==> src/rtl/mem_arbiter.sv <==
`timescale 1ns/1ps
`default_nettype none
// ============================================================================
//  Module   : mem_arbiter
//  Purpose  : Shares one unified instruction/data memory between the IF stage
//             (fetch) and the MEM stage (load/store). Grants one access at a
//             time, sequences a fixed-latency memory transaction and drives
//             per-requester stall signals for the hazard unit.
//  Ports    :
//    clk, reset                 clock, asynchronous active-low reset
//    if_req/if_addr             fetch request (held until if_valid)
//    if_stall/if_rdata/if_valid fetch status, fetched word, completion pulse
//    dm_req/dm_we/dm_addr/
//    dm_wdata                   data request (held until dm_valid)
//    dm_stall/dm_rdata/dm_valid data status, load result, completion pulse
//    mem_en/mem_we/mem_addr/
//    mem_wdata/mem_rdata        memory side; read data arrives MEM_LAT
//                               cycles after the mem_en cycle
//  Revision : 1.0 - initial release
// ============================================================================
module mem_arbiter #(
  parameter int ADDR_W  = 32,
  parameter int DATA_W  = 32,
  parameter int MEM_LAT = 2     // legal range 1..15 (4-bit counter)
) (
  input  logic              clk,
  input  logic              reset,
  input  logic              if_req,
  input  logic [ADDR_W-1:0] if_addr,
  output logic              if_stall,
  output logic [DATA_W-1:0] if_rdata,
  output logic              if_valid,
  input  logic              dm_req,
  input  logic              dm_we,
  input  logic [ADDR_W-1:0] dm_addr,
  input  logic [DATA_W-1:0] dm_wdata,
  output logic              dm_stall,
  output logic [DATA_W-1:0] dm_rdata,
  output logic              dm_valid,
  output logic              mem_en,
  output logic              mem_we,
  output logic [ADDR_W-1:0] mem_addr,
  output logic [DATA_W-1:0] mem_wdata,
  input  logic [DATA_W-1:0] mem_rdata
);

  localparam logic [1:0] ST_IDLE  = 2'd0;
  localparam logic [1:0] ST_ISSUE = 2'd1;
  localparam logic [1:0] ST_WAIT  = 2'd2;
  localparam logic [1:0] ST_DONE  = 2'd3;

  localparam logic [3:0] LAT_LOAD = 4'(MEM_LAT);
  localparam logic       GNT_IF   = 1'b0;   // 1'b1 selects the data port

  logic [1:0] state;
  logic [1:0] state_nxt;
  logic       gnt;        // requester owning the current access
  logic       last;       // most recent grant, used to break ties
  logic       cap_we;     // captured write enable of the current access
  logic [3:0] cnt;

  logic any_req;
  logic pick;
  logic grant_now;
  logic last_wait;

  // On a tie the requester that did not win last time is chosen; otherwise
  // the single active requester wins (dm_req=0 here implies IF).
  assign any_req   = if_req | dm_req;
  assign pick      = (if_req & dm_req) ? ~last : dm_req;
  assign grant_now = (state == ST_IDLE) & any_req;
  // Read data is valid during the WAIT cycle whose counter reads 1.
  assign last_wait = (state == ST_WAIT) & (cnt <= 4'd1);

  // State register
  always_ff @(posedge clk or negedge reset) begin
    if (!reset) begin
      state <= ST_IDLE;
    end else begin
      state <= state_nxt;
    end
  end

  // Next-state logic
  always_comb begin
    state_nxt = state;
    case (state)
      ST_IDLE:  if (any_req)   state_nxt = ST_ISSUE;
      ST_ISSUE:                state_nxt = ST_WAIT;
      ST_WAIT:  if (last_wait) state_nxt = ST_DONE;
      // Requests seen at the DONE edge belong to the access being retired.
      ST_DONE:                 state_nxt = ST_IDLE;
      default:                 state_nxt = ST_IDLE;
    endcase
  end

  // Grant bookkeeping, captured access, latency counter and read data
  always_ff @(posedge clk or negedge reset) begin
    if (!reset) begin
      gnt       <= GNT_IF;
      last      <= GNT_IF;
      cap_we    <= 1'b0;
      cnt       <= 4'd0;
      mem_addr  <= '0;
      mem_wdata <= '0;
      if_rdata  <= '0;
      dm_rdata  <= '0;
    end else begin
      if (grant_now) begin
        gnt  <= pick;
        last <= pick;
        if (pick == GNT_IF) begin
          mem_addr  <= if_addr;
          mem_wdata <= '0;
          cap_we    <= 1'b0;
        end else begin
          mem_addr  <= dm_addr;
          mem_wdata <= dm_wdata;
          cap_we    <= dm_we;
        end
      end

      // Reloaded only in ISSUE, so the counter never wraps.
      if (state == ST_ISSUE) begin
        cnt <= LAT_LOAD;
      end else if ((state == ST_WAIT) && (cnt != 4'd0)) begin
        cnt <= cnt - 4'd1;
      end

      // A store leaves dm_rdata untouched.
      if (last_wait) begin
        if (gnt == GNT_IF) begin
          if_rdata <= mem_rdata;
        end else if (!cap_we) begin
          dm_rdata <= mem_rdata;
        end
      end
    end
  end

  // Outputs
  always_comb begin
    mem_en   = (state == ST_ISSUE);
    mem_we   = (state == ST_ISSUE) & cap_we;
    if_valid = (state == ST_DONE) & (gnt == GNT_IF);
    dm_valid = (state == ST_DONE) & (gnt != GNT_IF);
    if_stall = if_req & ~if_valid;
    dm_stall = dm_req & ~dm_valid;
  end

endmodule
`default_nettype wire

==> config.mk <==
export PLATFORM = sky130hd
export DESIGN_NAME = mem_arbiter
export DESIGN_NICKNAME = d
export VERILOG_FILES = /design/src/rtl/mem_arbiter.sv
export SDC_FILE = /design/constraint.sdc
export NUM_CORES = 1
export LEC_CHECK = 0
export CAP_MARGIN = 10
export CORE_ASPECT_RATIO = 1.5
export CORE_MARGIN = 3
export CORE_UTILIZATION = 35
export CTS_CLUSTER_DIAMETER = 100
export CTS_CLUSTER_SIZE = 24
export DETAILED_ROUTE_END_ITERATION = 8
export PLACE_DENSITY = 0.67
export SYNTH_ARGS = -nofsm -noshare
export SYNTH_HDL_FRONTEND = slang
export SYNTH_SLANG_ARGS = --single-unit
==> constraint.sdc <==
create_clock -name clk -period 2.4 [get_ports clk]
set_input_delay 0.48 -clock clk [delete_from_list [all_inputs] [get_ports clk]]
set_output_delay 0.48 -clock clk [all_outputs]
set_load 0.02 [all_outputs]
==> impl_metrics.env, run 1 <==
export IMPL_status="completed"
export IMPL_max_freq_mhz=434
export IMPL_synth_net_count=544
export IMPL_grt_max_degree=59
export IMPL_drive_above_1_share=0.171
export IMPL_fin_nets=818
export IMPL_p_leak_nw=4.08
export IMPL_slowest_delay_ns=0.63
export IMPL_timing_worst_setup_path_type="reg2out"
export IMPL_slew_headroom=0.648
export IMPL_die_w_um=110
export IMPL_ant_nets=0
export IMPL_synthXorXnorAreaFrac=0
export IMPL_rsz0062_at_grt="no"
export IMPL_required_ns=1.92
export IMPL_fin_setup_tns_ns=0
export IMPL_grt_overflow=0
export IMPL_hold_viol=0
export IMPL_synth_top_area_frac=0.598
export IMPL_drt_pass1_iter_count=4
export IMPL_ctsRootBufferMaster="clkbuf_16"
export IMPL_arrival_ns=1.82
export IMPL_ys_ff_latch=136
export IMPL_fp_dieH_um=162
export IMPL_clkTransAtPathRegs_ns=0.06
export IMPL_avgRoutedWirePerCell_um=17.4
export IMPL_swShare=0.349
export IMPL_syn_inst=404
export IMPL_core_area_um2=15800
export IMPL_finalPower_w=0.0129
export IMPL_syn_area_per_cell_um2=14.1
export IMPL_max_cap_violations=0
export IMPL_slowest_stage="clkdlybuf4s50_1"
export IMPL_timing_final_crit_period_ns=2.30
export IMPL_finClkSkew_ns=0.00705
export IMPL_seqPwrFrac=0.312
export IMPL_synth_simple_area_share=0.0490
export IMPL_startpoint_type="register"
export IMPL_setup_viol=0
export IMPL_power_frac_comb=0.465
export IMPL_ir_drop_mv=0.586
export IMPL_io_pins=267
export IMPL_clock_path_buffers=2
export IMPL_cp_end_kind="output port"
export IMPL_first_iter_violations=160
export IMPL_switchingPower_w=0.00452
export IMPL_yosys_area_share_adder=0.0154
export IMPL_vias=4258
export IMPL_crit_path_cell_trace="ha_1 > nor2b_1 > clkdlybuf4s50_1"
export IMPL_drcViolationCount=0
export IMPL_rows=56
export IMPL_ys_seq_area_frac=0.598
export IMPL_postCtsSetupRepairBufs=0
export IMPL_synth_area_leader_cell="dfrtp_1"
export IMPL_viasPerCell=4.77
export IMPL_clk_latency_ns=0.40
export IMPL_synthMuxAreaShare=0.208
export IMPL_area_growth_pct=63.1
export IMPL_finalHoldWorstSlack_ns=0.475
export IMPL_slew_violations=0
export IMPL_diodes=0
export IMPL_clkPwrFrac=0.223
export IMPL_async_reset_ff_frac=1.00
export IMPL_die_area_um2=17900
export IMPL_min_path_type="reg2reg"
export IMPL_synth_edf_count=0
export IMPL_critPathMaxFanout=4
export IMPL_io_buffers=266
export IMPL_h_tree_depth=4
export IMPL_grt_pass1_vias=4685
export IMPL_initial_core_util=0.361
export IMPL_synth_top_family_by_area="multiplexers"
export IMPL_cts_made_buffers=17
export IMPL_finalCritPeriodShare=0.960
export IMPL_cts_tree="done"
export IMPL_grt_pass1_wl_um=24200
export IMPL_worst_pin_slew_ns=0.523
export IMPL_synth_area_leaders="dfrtp_1 (60%), mux2_4 (7.9%), mux2_2 (6.7%), mux2i_1 (5.8%), a22o_1 (5.1%)"
export IMPL_antenna_found_initial=0
export IMPL_synth_commonest_cells="dfrtp_1 (136), mux2_2 (34), nand2_1 (34), a22o_1 (33), mux2i_1 (33)"
export IMPL_track_usage=0.175
export IMPL_gp_congestion=0.742
export IMPL_synth_cell_type_count=36
export IMPL_synthFlopType="dfrtp_1"
export IMPL_synthesis_area_um2=5690
export IMPL_cts_sinks=136
export IMPL_p_int_w=0.00843
export IMPL_pwr_density_cell_nw_per_um2=1400
export IMPL_dpl_hpwl_um=11600
export IMPL_synth_most_common_cell="dfrtp_1"
export IMPL_yosysWarnings=0
export IMPL_synth_compound_area_frac=0.0928
export IMPL_wl_um=15600
logic make-up (layout without fill, tap and decap cells):
group | Yosys count | after routing
AND/OR/NAND/NOR | 55 | 55
flip-flops | 136 | 136
adder cells (fa/ha/maj) | 7 | 7
multiplexers | 99 | 99
AO/OA/AOI/OAI | 76 | 76
buffers and inverters | 31 | 317
power groups by stage:
stage	Combinational [W]	Clock [W]	Sequential [W]
finish	0.00602	0.00288	0.00404
floorplan	0.00196	0	0.00522
global route	0.00644	0.00305	0.00419
global placement	0.00599	0	0.00402
CTS	0.00611	0.00295	0.00406
detailed placement	0.00610	0	0.00407
cells in the final DEF (no fill, tap or decap), drive strengths merged, types with 2 or more instances in the layout:
cell	count
dlygate4sd2	3
clkdlybuf4s50	261
a22o	33
bufinv	5
nor2b	5
mux2	66
and2	3
inv	8
o21ai	33
a21oi	2
clkinv	4
ha	7
buf	15
a21boi	2
clkbuf	18
mux2i	33
nand2	34
dfrtp	136
nor2	6
stage by stage:
stage / util / instance area (um^2) / worst slack, ns / instances
global route: 0.588 / 9280 / 0.00736 / 893
CTS: 0.588 / 9280 / 0.0160 / 893
detailed placement: 0.546 / 8610 / 0.195 / 861
floorplan: - / 5690 / 0.630 / 404
global placement: 0.546 / 8610 / 0.204 / 861
finish: 0.588 / 9280 / 0.0969 / 893
metal layers:
metal,wire (um),part of all wire,vias to the layer above,GRT usage
li1,-,-,1983,-
met1,5790,0.37,2084,0.194
met2,8180,0.53,178,0.314
met3,1360,0.087,13,0.0561
met4,228,0.015,0,0.0510
met5,0,0,-,0
repair_timing:
action,4_1_cts,5_1_grt
pin swaps,0,0
setup endpoints to repair,3,1
hold buffers,1,0
endpoints found under the hold margin,8,0
gates resized for setup,3,1
worst paths after layout:
path / startpoint / end / slack (ns) / cells past startpoint
worst max-delay path: state[0]$_DFFE_PN0P_ / if_valid / 0.1 / 3
worst min-delay path: mem_addr[21]$_DFFE_PN0P_ / mem_addr[21]$_DFFE_PN0P_ / 0.48 / 2
worst max register to register: cnt[0]$_DFFE_PN0P_ / if_rdata[22]$_DFFE_PN0P_ / 0.42 / 6
worst min register to register: mem_addr[21]$_DFFE_PN0P_ / mem_addr[21]$_DFFE_PN0P_ / 0.48 / 2
max in group asynchronous: reset / mem_wdata[27]$_DFFE_PN0P_ / 1.21 / 3
min in group asynchronous: reset / if_rdata[5]$_DFFE_PN0P_ / 0.57 / 2
cell type report:
class,count,area [um^2]
Multi-Input combinational cell,237,2100
Clock buffer,18,439
Timing Repair Buffer,281,2840
Inverter,5,18.8
Tap cell,203,254
Sequential cell,136,3400
Clock inverter,13,219
Fill cell,1292,6490
sequential cells by signal, summed over array words and instances (netlist names):
name / flops
mem_wdata: 32
mem_addr: 32
state: 2
cnt: 4
last: 1
cap_we: 1
dm_rdata: 32
if_rdata: 32
worst max-delay path: cells and delay by family (launching register included):
family / cells / cell delay (ns)
and+or+nand+nor: 1 / 0.19
DFF: 1 / 0.40
buffers and inverters: 1 / 0.63
adders and majority gates: 1 / 0.21
No activity file was read; power rests on OpenSTA's default activity.
==> inputs of run 2 (changes only) <==
- CAP_MARGIN: 10 -> 30
- CORE_MARGIN: 3 -> 5
==> run 2 against run 1 <==
Clock skew increased by 0.0021 ns. Worst hold slack improved by 0.0035 ns. Critical endpoint is now mem_en. Sequential cell count unchanged.
==> impl_metrics.env, run 2 (synthesized netlist as in run 1, its figures left out) <==
export IMPL_fin_setup_tns_ns=0
export IMPL_cts_made_buffers=17
export IMPL_io_buffers=266
export IMPL_critPathMaxFanout=4
export IMPL_diodes=0
export IMPL_layout_common_cells="clkdlybuf4s50_1 (261), dfrtp_1 (136), mux2_2 (34), nand2_1 (34)"
export IMPL_die_area_um2=19000
export IMPL_r2r_end="cnt[3]$_DFFE_PN0P_"
export IMPL_cts_sinks=136
export IMPL_rsz0062_at_grt="no"
export IMPL_grt_pass1_vias=4780
export IMPL_cp_end_kind="output port"
export IMPL_die_w_um=114
export IMPL_status="completed"
export IMPL_finalCritPeriodShare=0.941
export IMPL_rows=57
export IMPL_io_pins=267
export IMPL_drive_above_1_share=0.167
export IMPL_clkTransAtPathRegs_ns=0.06
export IMPL_setup_viol=0
export IMPL_clock_path_buffers=2
export IMPL_area_growth_pct=61.3
export IMPL_hold_path_depth=2
export IMPL_drcViolationCount=0
export IMPL_clkPwrFrac=0.197
export IMPL_ctsRootBufferMaster="clkbuf_16"
export IMPL_cts_tree="done"
export IMPL_startpoint_type="register"
export IMPL_power_frac_comb=0.483
export IMPL_p_int_w=0.00800
export IMPL_grt_overflow=0
export IMPL_first_iter_violations=173
export IMPL_fin_nets=815
export IMPL_viasPerCell=4.76
export IMPL_finalWorstSetupSlack_ns=0.143
export IMPL_rrSetupSlack_ns=0.47
export IMPL_seqPwrFrac=0.320
export IMPL_worst_pin_slew_ns=0.439
export IMPL_dpl_hpwl_um=11800
export IMPL_whs_endpoint="mem_addr[31]$_DFFE_PN0P_"
export IMPL_final_common_cell="clkdlybuf4s50_1"
export IMPL_gp_congestion=0.776
export IMPL_grt_pass1_wl_um=25300
export IMPL_initial_core_util=0.353
export IMPL_wl_um=15800
export IMPL_required_ns=1.92
export IMPL_hold_start="mem_addr[31]$_DFFE_PN0P_"
export IMPL_finClkSkew_ns=0.00918
export IMPL_ir_drop_mv=0.624
export IMPL_switchingPower_w=0.00453
export IMPL_vias=4250
export IMPL_timing_worst_setup_path_type="reg2out"
export IMPL_max_freq_mhz=443
export IMPL_core_area_um2=16100
export IMPL_post_place_ws_ns=0.218
export IMPL_p_leak_nw=4.04
export IMPL_pwr_density_cell_nw_per_um2=1370
export IMPL_slew_headroom=0.705
export IMPL_finalPower_w=0.0125
export IMPL_antenna_found_initial=0
export IMPL_ant_nets=0
export IMPL_grt_max_degree=80
export IMPL_max_cap_violations=0
export IMPL_place_inst=861
export IMPL_fp_dieH_um=166
export IMPL_fillers=1386
export IMPL_slew_violations=0
export IMPL_clk_latency_ns=0.40
export IMPL_drt_pass1_iter_count=4
export IMPL_finalHoldWorstSlack_ns=0.479
export IMPL_layout_cells_non_filler=893
export IMPL_swShare=0.362
export IMPL_avgRoutedWirePerCell_um=17.7
export IMPL_min_path_type="reg2reg"
export IMPL_timing_final_crit_period_ns=2.26
export IMPL_track_usage=0.167
export IMPL_h_tree_depth=4
export IMPL_rr_worst_depth=5
export IMPL_hold_viol=0
export IMPL_crit_reg2reg_launch="state[0]$_DFFE_PN0P_"
export IMPL_arrival_ns=1.78
-- run 2: cell type report --
class | count | area, um^2 | share of cell area
well taps | 206 | 258 | 0.0281
multi-input cells | 237 | 2100 | 0.229
repair buffers | 278 | 2830 | 0.309
flip-flops and latches | 136 | 3400 | 0.371
clock buffers | 18 | 439 | 0.0479
inverters | 5 | 18.8 | 0.00204
clock inverters | 13 | 121 | 0.0132
-- run 2: power groups by stage --
stage	clock network [W]	registers [W]	logic, W
floorplan	0	0.00522	0.00196
global placement	0	0.00400	0.00602
detailed placement	0	0.00404	0.00615
CTS	0.00255	0.00403	0.00616
global route	0.00266	0.00416	0.00646
finish	0.00247	0.00401	0.00605
-- run 2: metrics by stage --
step / util / cell area, um^2
after CTS: 0.569 / 9170
after global placement: 0.534 / 8600
after global routing: 0.569 / 9180
final: 0.569 / 9180
after detailed placement: 0.534 / 8600
after floorplan: - / 5690
-- run 2: per-layer routing --
layer / share of wire / GRT usage / wire length, um / vias up
met5: 0 / 0 / 0 / -
met4: 0.019 / 0.0501 / 296 / 0
met3: 0.082 / 0.0583 / 1300 / 16
met2: 0.51 / 0.288 / 8010 / 197
met1: 0.39 / 0.194 / 6220 / 2060
li1: - / - / - / 1977
-- run 2: critical path, cell delays in order (launching register included) --
cell and delay (ns):
dfrtp_1 0.41, inv_1 0.11, ha_1 0.21, clkdlybuf4s50_1 0.65
-- run 2: timing repair --
item                                    4_1_cts  5_1_grt
endpoints found under the setup margin        2        2
setup buffers                                 0        0
hold buffers                                  1        0
endpoints found under the hold margin         9        0
resized for setup                             2        2
-- run 2: worst max-delay path by stage --
stage	startpoint	endpoint	slack, ns	cells past startpoint
after CTS	state[1]$_DFFE_PN0P_	mem_we	0.0005	4
after global placement	dm_req	dm_stall	0.20	3
after detailed placement	dm_req	dm_stall	0.22	3
final	state[1]$_DFFE_PN0P_	mem_en	0.14	3
after global routing	state[0]$_DFFE_PN0P_	dm_valid	0.04	3
after floorplan	state[0]$_DFFE_PN0P_	dm_rdata[21]$_DFFE_PN0P_	0.63	6
